<file path="src/rtl/ariane_pkg.sv">
// Shared store-queue types and default sizing constants.
// Entry bundle and parameter defaults used by the store queue slice.
package ariane_pkg;

   localparam int unsigned SQ_DEPTH    = 8;
   localparam int unsigned SQ_ADDR_W   = 64;
   localparam int unsigned SQ_DATA_W   = 64;
   localparam int unsigned SQ_BE_W     = SQ_DATA_W / 8;
   localparam int unsigned SQ_OFFSET_W = 12;

   typedef struct packed {
      logic [SQ_ADDR_W-1:0] addr;
      logic [SQ_DATA_W-1:0] data;
      logic [SQ_BE_W-1:0]   be;
      logic [1:0]           size;
   } sq_entry_t;

endpackage

</file>
<file path="src/rtl/sq_alias_match.sv">
// One store entry versus one load: same 8-byte word within the page
// offset and at least one overlapping byte lane.
module sq_alias_match
   import ariane_pkg::*;
#(
   parameter int unsigned OFFSET_W = SQ_OFFSET_W,
   parameter int unsigned BE_W     = SQ_BE_W,
   localparam int unsigned LINE_W  = OFFSET_W - 3
) (
   input  logic              valid_i,
   input  logic [LINE_W-1:0] st_line_i,
   input  logic [BE_W-1:0]   st_be_i,
   input  logic [LINE_W-1:0] ld_line_i,
   input  logic [BE_W-1:0]   ld_be_i,
   output logic              match_o
);

   assign match_o = valid_i
                  & (st_line_i == ld_line_i)
                  & (|(st_be_i & ld_be_i));

endmodule

</file>
<file path="src/rtl/store_queue.sv">
// Store queue: speculative and committed stores in one circular buffer,
// drained in order to memory, with a page-offset alias check for loads.
module store_queue
   import ariane_pkg::*;
#(
   parameter int unsigned DEPTH    = SQ_DEPTH,
   parameter int unsigned ADDR_W   = SQ_ADDR_W,
   parameter int unsigned DATA_W   = SQ_DATA_W,
   parameter int unsigned OFFSET_W = SQ_OFFSET_W,
   localparam int unsigned BE_W    = DATA_W / 8,
   localparam int unsigned IDX_W   = $clog2(DEPTH),
   localparam int unsigned PTR_W   = IDX_W + 1
) (
   input  logic                  clk_i,
   input  logic                  rst_ni,
   input  logic                  flush_i,
   input  logic                  valid_i,
   output logic                  ready_o,
   input  logic [ADDR_W-1:0]     paddr_i,
   input  logic [DATA_W-1:0]     data_i,
   input  logic [BE_W-1:0]       be_i,
   input  logic [1:0]            size_i,
   input  logic                  commit_i,
   output logic                  commit_ready_o,
   output logic                  req_valid_o,
   input  logic                  req_ready_i,
   output logic [ADDR_W-1:0]     req_addr_o,
   output logic [DATA_W-1:0]     req_data_o,
   output logic [BE_W-1:0]       req_be_o,
   output logic [1:0]            req_size_o,
   input  logic [OFFSET_W-1:0]   ld_offset_i,
   input  logic [BE_W-1:0]       ld_be_i,
   output logic                  ld_match_o,
   output logic                  no_st_pending_o,
   output logic [$clog2(DEPTH):0] occupancy_o
);

   logic [PTR_W-1:0]  head_q, head_d;
   logic [PTR_W-1:0]  cmt_q, cmt_d;
   logic [PTR_W-1:0]  tail_q, tail_d;
   logic [PTR_W-1:0]  occ, n_cmt, n_spec;
   logic [IDX_W-1:0]  head_idx, tail_idx;
   logic              push, pop, cmt_fire;
   logic [DEPTH-1:0]  live, hit;
   logic              unused_ld_lsb;

   logic [ADDR_W-1:0] addr_q [DEPTH];
   logic [ADDR_W-1:0] addr_d [DEPTH];
   logic [DATA_W-1:0] data_q [DEPTH];
   logic [DATA_W-1:0] data_d [DEPTH];
   logic [BE_W-1:0]   be_q   [DEPTH];
   logic [BE_W-1:0]   be_d   [DEPTH];
   logic [1:0]        size_q [DEPTH];
   logic [1:0]        size_d [DEPTH];

   assign head_idx = head_q[IDX_W-1:0];
   assign tail_idx = tail_q[IDX_W-1:0];

   assign occ    = tail_q - head_q;
   assign n_cmt  = cmt_q - head_q;
   assign n_spec = tail_q - cmt_q;

   // occupancy never exceeds DEPTH, so its MSB alone marks full
   assign ready_o         = ~occ[IDX_W];
   assign commit_ready_o  = |n_spec;
   assign req_valid_o     = |n_cmt;
   assign no_st_pending_o = ~|occ;
   assign occupancy_o     = occ;

   assign push     = valid_i & ready_o & ~flush_i;
   assign cmt_fire = commit_i & commit_ready_o;
   assign pop      = req_valid_o & req_ready_i;

   assign req_addr_o = addr_q[head_idx];
   assign req_data_o = data_q[head_idx];
   assign req_be_o   = be_q[head_idx];
   assign req_size_o = size_q[head_idx];

   always_comb begin
      head_d = head_q + PTR_W'(pop);
      cmt_d  = cmt_q + PTR_W'(cmt_fire);
      tail_d = flush_i ? cmt_d : tail_q + PTR_W'(push);
      addr_d = addr_q;
      data_d = data_q;
      be_d   = be_q;
      size_d = size_q;
      if (push) begin
         addr_d[tail_idx] = paddr_i;
         data_d[tail_idx] = data_i;
         be_d[tail_idx]   = be_i;
         size_d[tail_idx] = size_i;
      end
   end

   // an entry is held when its distance from head is below occupancy
   always_comb begin
      live = '0;
      for (int i = 0; i < DEPTH; i++) begin
         live[i] = {1'b0, IDX_W'(i) - head_idx} < occ;
      end
   end

   for (genvar g = 0; g < DEPTH; g++) begin : g_alias
      sq_alias_match #(
         .OFFSET_W (OFFSET_W),
         .BE_W     (BE_W)
      ) u_match (
         .valid_i   (live[g]),
         .st_line_i (addr_q[g][OFFSET_W-1:3]),
         .st_be_i   (be_q[g]),
         .ld_line_i (ld_offset_i[OFFSET_W-1:3]),
         .ld_be_i   (ld_be_i),
         .match_o   (hit[g])
      );
   end

   assign ld_match_o    = |hit;
   assign unused_ld_lsb = ^ld_offset_i[2:0];

   always_ff @(posedge clk_i or negedge rst_ni) begin
      if (!rst_ni) begin
         head_q <= '0;
         cmt_q  <= '0;
         tail_q <= '0;
         for (int i = 0; i < DEPTH; i++) begin
            addr_q[i] <= '0;
            data_q[i] <= '0;
            be_q[i]   <= '0;
            size_q[i] <= '0;
         end
      end else begin
         head_q <= head_d;
         cmt_q  <= cmt_d;
         tail_q <= tail_d;
         for (int i = 0; i < DEPTH; i++) begin
            addr_q[i] <= addr_d[i];
            data_q[i] <= data_d[i];
            be_q[i]   <= be_d[i];
            size_q[i] <= size_d[i];
         end
      end
   end

endmodule
</file>
<file path="config.mk">
export PLATFORM = sky130hd
export DESIGN_NAME = store_queue
export DESIGN_NICKNAME = d
export VERILOG_FILES = /design/src/rtl/ariane_pkg.sv /design/src/rtl/sq_alias_match.sv /design/src/rtl/store_queue.sv
export SDC_FILE = /design/constraint.sdc
export NUM_CORES = 2
export LEC_CHECK = 0
export CAP_MARGIN = 20
export CELL_PAD_IN_SITES_DETAIL_PLACEMENT = 0
export CELL_PAD_IN_SITES_GLOBAL_PLACEMENT = 1
export CORE_UTILIZATION = 47
export CTS_BUF_LIST = sky130_fd_sc_hd__clkbuf_2 sky130_fd_sc_hd__clkbuf_4 sky130_fd_sc_hd__clkbuf_8
export DETAILED_ROUTE_END_ITERATION = 8
export PLACE_DENSITY_LB_ADDON = 0.08
export SLEW_MARGIN = 40
export SYNTH_ARGS = -nofsm -noshare
export SYNTH_HDL_FRONTEND = slang
export SYNTH_SLANG_ARGS = --single-unit
</file>
<file path="constraint.sdc">
create_clock -name clk_i -period 3.7 [get_ports clk_i]
set_input_delay 0.74 -clock clk_i [delete_from_list [all_inputs] [get_ports clk_i]]
set_output_delay 0.74 -clock clk_i [all_outputs]
set_load 0.05 [all_outputs]
</file>
* Word level (Yosys, flattened, before mapping)
Index checks and enable logic that the tools add are counted.
** Operators by class
- Reductions and logical operators :: 14
- Muxes and demuxes :: 23
- $add $sub $neg :: 14
- Bitwise logic cells :: 32
- Equal/unequal tests :: 8
- Multipliers :: 0
- Divide/modulo/power cells :: 0
- $lt $le $gt $ge :: 11
- Shift-type cells :: 0
** Operator list (count)
- $bwmux W512 :: 2
- $bmux W64 S3 :: 2
- $mux W64 :: 5
- $demux W64 S3 :: 1
- $eq A9 B9 Y1 :: 8
- $reduce_or A8 Y1 :: 9
- $and A8 B8 Y8 :: 8
- $bwmux W64 :: 1
- $lt A3 B4 Y1 :: 8
- $bmux W8 S3 :: 1
- $demux W8 S3 :: 1
- $mux W8 :: 3
- $and A1 B1 Y1 :: 20
- $bwmux W16 :: 1
- $add A4 B1 Y4 :: 3
- $reduce_or A4 Y1 :: 3
- $sub A3 B3 Y3 const A :: 4
- $sub A4 B4 Y4 :: 3
- $ge A4 B4 Y1 const B :: 2
- $not A3 Y4 :: 2
- $bmux W2 S3 :: 1
- $demux W2 S3 :: 1
- $mux W2 :: 3
- $sub A1 B3 Y3 const A :: 2
- 6 further kinds :: 8
** Storage, ports and cells
- Memory bits (writable) :: 0
- ROM bits :: 0
- Output and inout port bits :: 147
- Memories kept :: 0
- Latch bits :: 0
- Bits in registers :: 1116

* Depth between registers and ports, before layout
- Word-level depth :: 6
- Gate-level depth with buffers :: 14

* Hierarchy
Synthesis repeated with hierarchy kept, for this count alone.
** Second synthesis, totals
- Cells, all modules :: 3406
- Area, all modules :: 51476.9 µm²
** By module, submodules not included
- store_queue :: area each 50305.7 µm², times used 1, cells each 3262
- sq_alias_match :: area each 146.4 µm², times used 8, cells each 18

* Worst setup path before layout
Ideal clock, no wire load.
- Kind :: register to output
- Start :: register head_q[1]
- End :: output no_st_pending_o
- Arrival :: 4.910 ns
- Path slack :: -1.950 ns
- Cell stages (with the launch flop) :: 11
- Buffers on the path :: 3
- Data required time :: 2.960 ns
- Cell sequence :: dfrtp_1 clkbuf_1 clkbuf_1 buf_1 inv_1 ha_1 nand3b_1 nand2_1 xor2_2 clkinv_1 nor4_1
** On the way
- Longest elaborated chain between the ends :: 3
** RTL lines
- start: declaration :: line store_queue.sv:38 : logic [PTR_W-1:0] head_q, head_d;
- start signal: assignment :: line store_queue.sv:122 : head_q <= '0;
- start signal: assignment :: line store_queue.sv:132 : head_q <= head_d;
- $sub A4 B4 Y4 :: line store_queue.sv:59 : assign occ = tail_q - head_q;
- named net occupancy_o[3] :: line store_queue.sv:35 : output logic [$clog2(DEPTH):0] occupancy_o
- $reduce_or A4 Y1 :: line store_queue.sv:67 : assign no_st_pending_o = ~|occ;
- $logic_not A1 Y1 :: line store_queue.sv:67
- end: declaration :: line store_queue.sv:34 : output logic no_st_pending_o,
The timed path passes the listed nets, and every way through them passes these cells.

* Worst setup path in the final report
- Start :: register tail_q[0]
- End :: output ld_match_o
** On the way
- Longest elaborated chain between the ends :: 5
** RTL lines
- start: declaration :: line store_queue.sv:40 : logic [PTR_W-1:0] tail_q, tail_d;
- start signal: assignment :: line store_queue.sv:134 : tail_q <= tail_d;
- $sub A4 B4 Y4 (*) :: line store_queue.sv:59
- $lt A3 B4 Y1 :: line store_queue.sv:99 : live[i] = {1'b0, IDX_W'(i) - head_idx} < occ;
- $and A1 B1 Y1 :: line sq_alias_match.sv:19 : & (st_line_i == ld_line_i)
- $and A1 B1 Y1 :: line sq_alias_match.sv:20 : & (|(st_be_i & ld_be_i));
- $reduce_or A8 Y1 (*) :: line store_queue.sv:117 : assign ld_match_o = |hit;
- end: declaration :: line store_queue.sv:33 : output logic ld_match_o,
Mark *: on every way between the ends. The rest lies on a longest branch, timed or not.

==> flow_summary_export.csv <==
group,metric,value,unit
power_and_ir_drop,p_sw,23.0,mW
grt,grt_pass1_wl,209,mm
timing,tightestPinTransition,908,ps
power_and_ir_drop,p_per_area,978,nW/um^2
worst_hold_path,hp-class,"in2async",
worst_setup_path,path_delay_family,"adder cells",
status,outcome,"finished with violations",
die,die_w,332,um
timing,slew-limit-headroom,39.5,%
drt,vias,30700,
power_and_ir_drop,sw_frac_of_total,38.2,%
worst_setup_path,crit_type,"reg2out",
clocking,htree_num_levels,4,
grt,met1_usage,32.3,%
finish,fin_nets,3990,
timing,max_freq,233,MHz
grt,grt_max_degree,119,
timing,drv_slew,0,
finish,multi_input_area,22600,um^2
synth,synth_area_leaders,"dfrtp_1 54%, mux2_2 24%, mux4_2 12%",
worst_setup_path,rr_worst_depth,10,
drt,wl_per_cell,25.1,um
timing,fin_ws,-585,ps
synth,post-synth-top-count-cell,"dfrtp_1",
clocking,clk_latency,870,ps
timing,setup_tns,-16160,ps
die,die_area,110000,um^2
power_and_ir_drop,p_seq_share,32.7,%
clocking,clk_path_buf_depth,3,
worst_setup_path,slowest_delay,570,ps
power_and_ir_drop,p_total,60.4,mW
grt,overflow,0,
worst_setup_path,reg2reg_from,"tail_q[1]",
synth,ys_seq_elements,1116,
grt,antenna_found_initial,17,
worst_setup_path,cp_num_buf_inv,4,
drt,final_antenna_net_count,0,
grt,track_usage,24.8,%
synth,synth_nets,3591,
finish,areaGrowthSynthToFinish,20.3,%
die,core_area,108000,um^2
synth,async_flop_share,100,%
drt,firstDrtPassIters,5,
worst_setup_path,path_cells,"inv_2 > ha_4 > inv_2 > fa_2 > inv_4 > ha_4 > a21oi_4 > maj3_2 > o2111ai_1 > and4_1 > nand4_1 > buf_12",
die,dieHeight,332,um
placed_design,hpwl,82.2,mm
grt,grtUsageMet3,5.06,%
placed_design,port_buffers,307,
finish,regArea,27900,um^2
worst_setup_path,worstSetupStartpoint,"tail_q[0]",
synth,synth_enable_flop_cells,0,
drt,first_iter_violations,1497,
worst_setup_path,critPathArrivalTime,3540,ps
die,num_rows,120,
die,pin_count,311,
power_and_ir_drop,p_comb_share,47.9,%
timing,hold_viol_final,0,
synth,ys.flop_type,"dfrtp_1",
timing,setup_viol,84,
worst_setup_path,path_max_fanout,5,
clocking,cts_tree,"built",
worst_setup_path,cp_slowest_cell,"fa_2",
grt,met2_usage,41.5,%
grt,grt_pass1_vias,34500,
drt,wl,135,mm
drt,drc,0,
worst_setup_path,startpoint_type,"register",
power_and_ir_drop,leakage,28.2,nW
die,initial_core_util,47.6,%
synth,synth_top_area_share,54.4,%
clocking,cts_buffers,191,
power_and_ir_drop,ir_drop,0.848,mV
clocking,clkTransAtPathRegs,60,ps
synth,synth-warning-count,0,
synth,synthDistinctLibCells,40,
synth,yosysTopAreaCell,"dfrtp_1",
job,drv_cap,0,
worst_setup_path,r2r-end,"addr_q[48]",
worst_setup_path,crit_path_end_kind,"output port",
worst_setup_path,crit_required,2960,ps
synth,syn_inst,3401,
timing,fin_crit,4280,ps
clocking,cts.sinks,1116,
placed_design,globalplace.congestion,0.878,
finish,layout-drive-gt1-share,53.9,%
finish,fillers,8489,
timing,finalCritPeriodShare,116,%
synth,synth_commonest_cells,"1116 x dfrtp_1, 1092 x mux2_2, 423 x nand2_1, 276 x mux4_2, 97 x buf_2",
synth,syn-mean-instance-area,15.1,um^2
synth,netlist_area,51300,um^2
power_and_ir_drop,p_clk_share,19.4,%
timing,rsz0062_at_grt,"true",
clocking,root_buffer,"clkbuf_8",
power_and_ir_drop,p_int,37.3,mW
status,violations,"setup timing",
worst_setup_path,rrSetupSlack,350,ps
synth,ys_seq_area_share,54.4,%
timing,fin_skew,25.5,ps
drt,avgViaCountPerCell,5.72,
grt,grt-busiest-layer,"met2",
[registers in the layout (all words and copies together) (netlist names)]
signal  count
addr_q    512
be_q       64
cmt_q       4
data_q    512
head_q      4
size_q     16
tail_q      4
[power by group through the flow]
stage | combinational, mW | sequential, mW | clock [mW]
detailed placement | 27.5 | 19.9 | 0
floorplan | 19.7 | 18.8 | 0
CTS | 28.8 | 19.8 | 12.1
global placement | 26.9 | 19.4 | 0
finish | 28.9 | 19.7 | 11.7
global route | 30.6 | 20.4 | 12.6
[metal layers]
metal  routed length [um]  up-vias
li1                     -    13300
met1                57500    16500
met2                67500      666
met3                 6470      256
met4                 3320       16
met5                   89        -
[cell families after synthesis]
kind of cell,after synthesis,share of synthesized area (%)
buf+inv,249,2.34
fa+ha+maj,33,0.785
simple gates,481,3.79
flops,1116,54.4
mux,1384,36.4
xor+xnor,87,1.50
compound gates,51,0.710
[metrics by stage]
stage | utilization, % | setup slack (ps) | hold WS, ps | instance area, um^2 | std cells
2_1_floorplan | - | -218 | 444 | 51400 | 3401
3_3_place_gp | 52.5 | -34.1 | 462 | 56600 | 4996
3_5_place_dp | 52.6 | -56.4 | 481 | 56600 | 4997
4_1_cts | 57.0 | -637 | 373 | 61400 | 5354
5_1_grt | 57.3 | -728 | 430 | 61700 | 5364
6_report | 57.3 | -585 | 428 | 61700 | 5370
[layout by cell type (no fill, tap or decap), drive strengths merged, types with 16 or more instances in the layout]
master and count:
nand2 423, clkdlybuf4s50 159, mux4 276, mux2 1106, clkinv 21, xnor2 30
inv 20, buf 269, xor2 57, clkbuf 324, a22oi 32, ha 25
nand4 16, dfrtp 1116
[worst max-delay path by stage]
stage | endpoint | slack [ps] | cells after the start
after CTS | ld_match_o | -640 | 12
final | ld_match_o | -580 | 12
after detailed placement | ld_match_o | -60 | 9
after global placement | ld_match_o | -30 | 9
after floorplan | ld_match_o | -220 | 12
after global routing | ld_match_o | -730 | 11
[cell type report]
class / count / share of cell area [%]
antenna: 11 / 0.0446
sequential: 1116 / 45.3
inverter: 17 / 0.148
multi-input combinational: 2036 / 36.6
tap: 1403 / 2.84
timing repair buffer: 438 / 8.37
clock buffer: 319 / 6.33
clock inverter: 30 / 0.357
[what timing repair did]
item / 4_1_cts / 5_1_grt
cloned: 3 / 3
pin swaps: 28 / 14
endpoints found under the hold margin: 41 / 0
hold buffers: 1 / 0
setup endpoints to repair: 134 / 127
resized for setup: 166 / 64
setup buffers: 4 / 2
(Power assumes the default switching activity.)
